--- src/rtl/if_fetch_unit.sv ---
// if_fetch_unit: instruction-fetch front end feeding the IF/ID pipeline register.
// It owns the PC, keeps one memory request in flight, holds a fetched
// instruction across a stall and squashes the wrong-path response of a
// request that was outstanding when a redirect arrived.
// Optional feature macro: IF_FETCH_PERF_EN (delivered/bubble counters).
//
// Handshake: imem_req_o is held high with imem_addr_o stable until a
// one-cycle imem_ack_i arrives. imem_rdata_i is sampled in the ack cycle.
// The memory must tolerate imem_req_o dropping without an ack on reset.
module if_fetch_unit #(
  parameter logic [31:0] RESET_PC  = 32'h0000_0000,
  parameter logic [31:0] NOP_INSTR = 32'h0000_0000
) (
  input  logic        clk_i,
  input  logic        rst_n,
  input  logic        stall_i,
  input  logic        redirect_i,
  input  logic [31:0] redirect_pc_i,
  output logic        imem_req_o,
  output logic [31:0] imem_addr_o,
  input  logic        imem_ack_i,
  input  logic [31:0] imem_rdata_i,
  output logic        IIWrite_o,
  output logic [31:0] PC_plus4_o,
  output logic [31:0] instruction_o,
  output logic [31:0] fetch_cnt_o,
  output logic [31:0] bubble_cnt_o,
  output logic [1:0]  dbg_state_o
);

  typedef enum logic [1:0] {
    ST_IDLE  = 2'd0,
    ST_FETCH = 2'd1,
    ST_HOLD  = 2'd2
  } state_e;

  state_e      state_q, state_d;
  logic [31:0] addr_q, addr_d;
  logic        squash_q, squash_d;
  logic [31:0] tgt_q, tgt_d;
  logic [31:0] hold_instr_q, hold_instr_d;
  logic [31:0] hold_pc4_q, hold_pc4_d;

  logic        req_w;
  logic        deliver_w;
  logic        bubble_w;
  logic [31:0] out_instr_w;
  logic [31:0] out_pc4_w;
  logic [31:0] redir_tgt_w;
  logic [31:0] addr_plus4_w;
  logic        unused_pc_lsb;

  // Redirect targets are word aligned; the two low bits are dropped.
  assign redir_tgt_w   = {redirect_pc_i[31:2], 2'b00};
  assign unused_pc_lsb = ^redirect_pc_i[1:0];
  assign addr_plus4_w  = addr_q + 32'd4;

  // State, address, squash and hold registers.
  always_ff @(posedge clk_i or negedge rst_n) begin
    if (!rst_n) begin
      state_q      <= ST_IDLE;
      addr_q       <= RESET_PC;
      squash_q     <= 1'b0;
      tgt_q        <= 32'd0;
      hold_instr_q <= 32'd0;
      hold_pc4_q   <= 32'd0;
    end else begin
      state_q      <= state_d;
      addr_q       <= addr_d;
      squash_q     <= squash_d;
      tgt_q        <= tgt_d;
      hold_instr_q <= hold_instr_d;
      hold_pc4_q   <= hold_pc4_d;
    end
  end

  // Next-state logic and deliver/bubble selection; a redirect always wins.
  always_comb begin
    state_d      = state_q;
    addr_d       = addr_q;
    squash_d     = squash_q;
    tgt_d        = tgt_q;
    hold_instr_d = hold_instr_q;
    hold_pc4_d   = hold_pc4_q;
    req_w        = 1'b0;
    deliver_w    = 1'b0;
    bubble_w     = 1'b0;
    out_instr_w  = NOP_INSTR;
    out_pc4_w    = 32'd0;

    case (state_q)
      ST_IDLE: begin
        bubble_w = ~stall_i;
        state_d  = ST_FETCH;
        if (redirect_i) begin
          addr_d = redir_tgt_w;
        end
      end

      ST_FETCH: begin
        req_w = 1'b1;
        if (redirect_i) begin
          // Whatever arrives this cycle is on the wrong path.
          bubble_w = ~stall_i;
          if (imem_ack_i) begin
            addr_d   = redir_tgt_w;
            squash_d = 1'b0;
          end else begin
            // Request stays on the bus; its response is dropped later.
            squash_d = 1'b1;
            tgt_d    = redir_tgt_w;
          end
        end else if (!imem_ack_i) begin
          bubble_w = ~stall_i;
        end else if (squash_q) begin
          bubble_w = ~stall_i;
          addr_d   = tgt_q;
          squash_d = 1'b0;
        end else if (!stall_i) begin
          deliver_w   = 1'b1;
          out_instr_w = imem_rdata_i;
          out_pc4_w   = addr_plus4_w;
          addr_d      = addr_plus4_w;
        end else begin
          hold_instr_d = imem_rdata_i;
          hold_pc4_d   = addr_plus4_w;
          addr_d       = addr_plus4_w;
          state_d      = ST_HOLD;
        end
      end

      ST_HOLD: begin
        if (redirect_i) begin
          // Held instruction is discarded.
          bubble_w = ~stall_i;
          addr_d   = redir_tgt_w;
          state_d  = ST_FETCH;
        end else if (!stall_i) begin
          deliver_w   = 1'b1;
          out_instr_w = hold_instr_q;
          out_pc4_w   = hold_pc4_q;
          state_d     = ST_FETCH;
        end
      end

      default: begin
        state_d = ST_IDLE;
      end
    endcase
  end

  // Outputs are forced quiet while reset is asserted.
  assign imem_req_o    = rst_n & req_w;
  assign imem_addr_o   = addr_q;
  assign IIWrite_o     = rst_n & (deliver_w | bubble_w);
  assign instruction_o = rst_n ? out_instr_w : 32'd0;
  assign PC_plus4_o    = rst_n ? out_pc4_w : 32'd0;
  assign dbg_state_o   = state_q;

`ifdef IF_FETCH_PERF_EN
  logic [31:0] fetch_cnt_q;
  logic [31:0] bubble_cnt_q;

  // Performance counters; stalled cycles are neither deliveries nor bubbles.
  always_ff @(posedge clk_i or negedge rst_n) begin
    if (!rst_n) begin
      fetch_cnt_q  <= 32'd0;
      bubble_cnt_q <= 32'd0;
    end else begin
      if (deliver_w) fetch_cnt_q  <= fetch_cnt_q + 32'd1;
      if (bubble_w)  bubble_cnt_q <= bubble_cnt_q + 32'd1;
    end
  end

  assign fetch_cnt_o  = fetch_cnt_q;
  assign bubble_cnt_o = bubble_cnt_q;
`else
  assign fetch_cnt_o  = 32'd0;
  assign bubble_cnt_o = 32'd0;
`endif

endmodule

--- config.mk ---
export PLATFORM = sky130hd
export DESIGN_NAME = if_fetch_unit
export DESIGN_NICKNAME = d
export VERILOG_FILES = /design/src/rtl/if_fetch_unit.sv
export SDC_FILE = /design/constraint.sdc
export NUM_CORES = 1
export LEC_CHECK = 0
export ABC_CLOCK_PERIOD_IN_PS = 2000
export BUFFER_PORTS_ARGS = -buffer_cell sky130_fd_sc_hd__buf_2
export CAP_MARGIN = 20
export CORE_UTILIZATION = 47
export CTS_BUF_LIST = sky130_fd_sc_hd__clkbuf_16
export DETAILED_ROUTE_END_ITERATION = 6
export PLACE_DENSITY = 0.83
export SLEW_MARGIN = 20
export SYNTH_ARGS = -nofsm -noshare
export SYNTH_HDL_FRONTEND = slang
export SYNTH_SLANG_ARGS = --single-unit
--- constraint.sdc ---
create_clock -name clk_i -period 2 [get_ports clk_i]
set_input_delay 0.4 -clock clk_i [delete_from_list [all_inputs] [get_ports clk_i]]
set_output_delay 0.4 -clock clk_i [all_outputs]
set_load 0.01 [all_outputs]
# Yosys cells after proc, flatten, opt, wreduce, memory -nomap -nowiden
# Index checks and enable logic that the tools add are counted.
[totals]
regBits = 129
inputBits = 69
output_inout_bits = 164
[op_classes]
add_sub_neg = 1
n_eq_ne = 8
muxes = 44
bitwise = 7
n_reduce_logical = 9
[ops]
columns = ["op", "count"]
rows = [
  ["32-bit two-way mux", 19],
  ["32-bit case mux with 2 select lines", 3],
  ["32-bit by 3-bit adder with 32-bit output (second input constant)", 1],
  ["1-bit two-way mux", 13],
  ["2-bit two-way mux", 6],
  ["5-bit AND reduction", 2],
  ["2-bit != test (second input constant)", 4],
  ["2-bit case mux with 3 select lines", 1],
  ["3-bit AND reduction", 2],
  ["1-bit inverter", 4],
  ["2-bit nonzero test", 2],
  ["3-bit != test (second input constant)", 1],
  ["1-bit case mux with 3 select lines", 1],
  ["1-bit bitwise AND", 2],
  ["2-bit by 1-bit equality test with 1-bit output (second input constant)", 1],
  ["2-bit equality test (second input constant)", 1],
  ["2-bit logical NOT", 1],
  ["2-bit by 1-bit != test with 1-bit output (second input constant)", 1],
  ["1-bit case mux with 2 select lines", 1],
  ["2-bit AND reduction", 1],
  ["2-bit OR reduction", 1],
  ["1-bit OR", 1],
]

# Depth between registers and ports, before layout
[depth]
depth_word = 7
depth_mapped = 9
depth_no_buf = 7

# Worst setup path after synthesis
# Ideal clock, no wire load.
[synth_path]
kind = "reg2out"
from = "register addr_q[2] (netlist: imem_addr_o[2])"
to = "output port PC_plus4_o[28]"
t_arrival_ns = 1.837
required_ns = 1.600
setup_slack_ns = -0.237
path_stages_with_launch = 7
path_buffers = 0
path_cell_list = "dfrtp_1 -> ha_1 -> nand3_4 -> nor4_2 -> nand4_1 -> xor2_1 -> o21ai_0"
[synth_via]
elab_chain_cells = 7
[synth_lines]
columns = ["element", "line_no", "source"]
rows = [
  ["start, declared", "38", "logic [31:0] addr_q, addr_d;"],
  ["start signal, assigned", "69", "addr_q <= addr_d;"],
  ["32-bit by 3-bit adder with 32-bit output", "56", "assign addr_plus4_w = addr_q + 32'd4;"],
  ["32-bit two-way mux", "119", "end else if (!stall_i) begin"],
  ["32-bit two-way mux", "115", "end else if (squash_q) begin"],
  ["32-bit two-way mux", "113", "end else if (!imem_ack_i) begin"],
  ["32-bit two-way mux", "102", "if (redirect_i) begin"],
  ["32-bit case mux with 2 select lines", "91", "case (state_q)"],
  ["32-bit two-way mux", "157", "assign PC_plus4_o = rst_n ? out_pc4_w : 32'd0;"],
  ["end, declared", "24", "output logic [31:0] PC_plus4_o,"],
]
# No other way between the ends.

# Worst setup path after layout
[layout_path]
from = "register addr_q[3] (netlist: imem_addr_o[3])"
to = "output port PC_plus4_o[9]"
# The elaborated chain is that of the path after synthesis.

==> impl_metrics.py <==
metrics = {
    "status": {
        "status": "finished, violations left",
        "violations": "setup timing",
    },
    "critical_path": {
        "critical_path.max_fanout": 4,
        "critical_path.top_delay_family": "simple AND/OR/NAND/NOR gates",
        "startpoint_type": "flip-flop",
        "max_stage_delay_ns": 0.40,
        "endpoint_kind": "output pin",
        "crit_slowest_cell": "dfrtp_2",
        "critPathArrivalTime_ns": 2.59,
        "crit_chain": "buf_6, nand4_4, nor2_2, buf_4, xor2_1, a22oi_1, nor2_1, buf_2",
        "required_ns": 1.60,
        "path_class": "flip-flop to output pin",
        "cp.buffers_inverters": 3,
        "path_depth": 8,
        "reg2reg_depth": 13,
    },
    "power": {
        "vdd_ir_drop_max_mv": 0.9436,
        "power.switching_mw": 7.677,
        "comb_power_share_pct": 55.0,
        "seqPwrFrac_pct": 29.1,
        "switching_share_pct": 44.92,
        "powerDensity_nw_per_um2": 1449,
        "leakage_nw": 5.491,
        "p_clk_share_pct": 15.9,
        "p_int_mw": 9.414,
    },
    "synthesis": {
        "synth_cell_types": 53,
        "yosys_most_used_dff": "dfrtp_1",
        "synth_area_leaders": "dfrtp_1 42%, mux2_2 11%, buf_4 7.0%",
        "yosysSeqAreaShare_pct": 42.34,
        "synth.avg_cell_area_sq_um": 9.497,
        "synth.top_cell.area_share_pct": 42.34,
        "yosys_register_bits": 125,
        "yosys.area.top_type": "dfrtp_1",
        "synth-edff-count": 0,
        "syn_area_sq_um": 7388,
        "synthArstFlopShare_pct": 100.0,
        "syn_inst": 778,
        "synth_warnings": 0,
    },
    "place": {
        "pre_cts_ws_ns": -0.2038,
        "gp_congestion": 0.8442,
        "dpl.hpwl_um": 14720,
        "placed_cell_area_sq_um": 9030,
        "portBuffers": 162,
    },
    "finish": {
        "area_growth_pct": 59.69,
        "fill_cells": 780,
        "drive_above_1_share_pct": 59.79,
        "multiInputGateArea_sq_um": 4967,
        "fin_nets": 1182,
        "fin_area_sq_um": 11800,
        "finalCoreUtilization_pct": 77.33,
        "register_area_sq_um": 3142,
    },
    "clocking": {
        "numCtsBuffers": 17,
        "clock_latency_ns": 0.44,
        "clock_sinks": 125,
        "tritoncts": "done",
        "root_buffer": "clkbuf_16",
        "clk_pin_slew_ns": 0.06,
        "ctsHtreeMaxLevel": 4,
        "cts_buffer_depth": 2,
        "hold_buffers": 0,
    },
    "die": {
        "rows": 45,
        "start_util_pct": 48.42,
        "core-area_sq_um": 15260,
        "pin_count": 233,
        "die_y_um": 127.4,
        "fp.dieArea_sq_um": 16230,
        "die_w_um": 127.4,
    },
    "grt": {
        "grt_max_degree": 59,
        "grt_pass1_vias": 7528,
        "grt.met1_usage_pct": 40.96,
        "met2_usage_pct": 53.01,
        "antenna_found_initial": 2,
        "grt_overflow": 0,
        "met3_usage_pct": 8.250,
        "grt_use_total_pct": 33.49,
        "top_usage_layer": "met2",
        "grt_pass1_wl_um": 41170,
    },
    "routing": {
        "drtIter0Drc": 1244,
        "via_per_inst": 6.612,
        "wl_per_cell_um": 27.75,
        "drc": 0,
        "first_pass_iters": 6,
        "via_count": 8801,
        "routed_wl_um": 36940,
        "ant_nets": 0,
    },
    "timing": {
        "fmax_ghz": 0.3348,
        "worst_pin_slew_ns": 0.7563,
        "tns_ns": -44.65,
        "slew_viol_final": 0,
        "post-route-period-util_pct": 149.4,
        "relSlewSlack_pct": 49.58,
        "finalClockSkew_ns": 0.01585,
        "setup_slack_ns": -0.9872,
        "hold_viol": 0,
        "rsz0062_at_grt": "true",
        "fin_crit_ns": 2.987,
        "setup_viol": 103,
    },
    "worst_hold_path": {
        "hp-class": "input port to asynchronous set/reset pin",
    },
    "job": {
        "max-cap-violations": 0,
    },
}
[layer usage]
| layer | wire length, um | vias to the layer above |
|---|---|---|
| met5 | 27 | - |
| met1 | 12340 | 4129 |
| met4 | 3469 | 4 |
| met3 | 5079 | 356 |
| li1 | - | 3303 |
| met2 | 16020 | 1009 |
[cell families (layout without fill, tap and decap cells)]
kind of cell,count (synthesis),in the layout,share of synthesized area (%)
buffers and inverters,134,408,10.82
xor gates and xnor gates,28,28,3.319
and+or+nand+nor,222,222,15.11
DFF,125,125,42.34
AOI/OAI and AO/OA,187,187,16.04
adders and majority gates,5,5,0.8467
other,1,69,0.05076
muxes,76,76,11.48
[layout make-up]
cell class / instances / area share [%]
Sequential cell: 125 / 26.63
Clock inverter: 13 / 0.5408
Multi-Input combinational cell: 586 / 42.10
Tap cell: 211 / 2.238
Inverter: 13 / 0.4560
Clock buffer: 17 / 3.606
Antenna cell: 1 / 0.02121
Timing Repair Buffer: 365 / 24.41
[cell usage in the layout (no fill, tap or decap), types with 8 or more instances in the layout]
cell type | synthesis | routed
a21oi_2 | 0 | 10
nand2_2 | 0 | 13
o21ai_1 | 6 | 19
buf_12 | 0 | 14
nor2_2 | 0 | 9
nand3_4 | 1 | 8
dfrtp_2 | 0 | 11
dfrtp_1 | 125 | 114
buf_4 | 69 | 139
o21ai_2 | 0 | 16
conb_1 | 1 | 68
buf_6 | 3 | 44
o21ai_0 | 57 | 26
a22oi_2 | 0 | 37
nand4_1 | 8 | 8
nand2_4 | 0 | 9
mux2_2 | 70 | 70
and3_1 | 16 | 8
nand2_1 | 78 | 56
xnor2_2 | 0 | 11
and3_4 | 0 | 8
nor2_1 | 59 | 47
clkbuf_16 | 0 | 19
inv_1 | 13 | 12
a21oi_1 | 36 | 20
buf_2 | 12 | 156
[stage by stage]
stage	hold slack, ns	std cells	total power [mW]
6_report	0.1054	1331	17.09
3_5_place_dp	0.4702	1213	10.57
4_1_cts	0.09729	1302	14.03
2_1_floorplan	0.1044	845	8.059
5_1_grt	0.1387	1331	17.48
3_3_place_gp	0.4604	1213	10.29
[path summary, 6_finish.rpt]
kind | startpoint | endpoint | slack (ns)
max in group asynchronous | rst_n | imem_addr_o[15] | 0.82
min | rst_n | imem_addr_o[17] | 0.11
max | imem_addr_o[3] | PC_plus4_o[9] | -0.99
max reg2reg | imem_addr_o[3] | imem_addr_o[21] | -0.92
min reg2reg | hold_pc4_q[16] | hold_pc4_q[16] | 0.49
min in group clk_i | redirect_pc_i[3] | tgt_q[3] | 0.22
[state kept, by name (all words and copies together) (netlist names)]
| signal | count |
|---|---|
| tgt_q | 30 |
| imem_addr_o | 30 |
| dbg_state_o | 2 |
| hold_pc4_q | 30 |
| hold_instr_q | 32 |
| squash_q | 1 |
[synthesized netlist by cell type, types with 5 or more instances]
master      n
buf_2      12
nor2_1     59
clkbuf_1   36
inv_1      13
o21ai_0    57
nand3_1    17
xnor2_1    15
nor3_1      8
and3_1     16
a22oi_1    40
o21ai_1     6
and2_1      6
ha_1        5
mux2_2     70
buf_4      69
a21oi_1    36
dfrtp_1   125
mux2i_1     6
nand4_1     8
o22ai_1     9
xor2_1     13
nand2_1    78
[power groups by stage]
stage	combinational (mW)	clock [mW]	sequential, mW
2_1_floorplan	3.30	0	4.75
3_3_place_gp	5.81	0	4.48
3_5_place_dp	6.00	0	4.57
4_1_cts	6.80	2.63	4.60
5_1_grt	9.63	2.82	5.03
6_report	9.41	2.71	4.97
[timing repair]
action / in CTS / in global routing
resized for setup: 144 / 177
pin swaps: 53 / 77
setup buffers: 52 / 42
gates cloned: 7 / 5
endpoints found under the setup margin: 63 / 91
No activity file was read; power rests on OpenSTA's default activity.
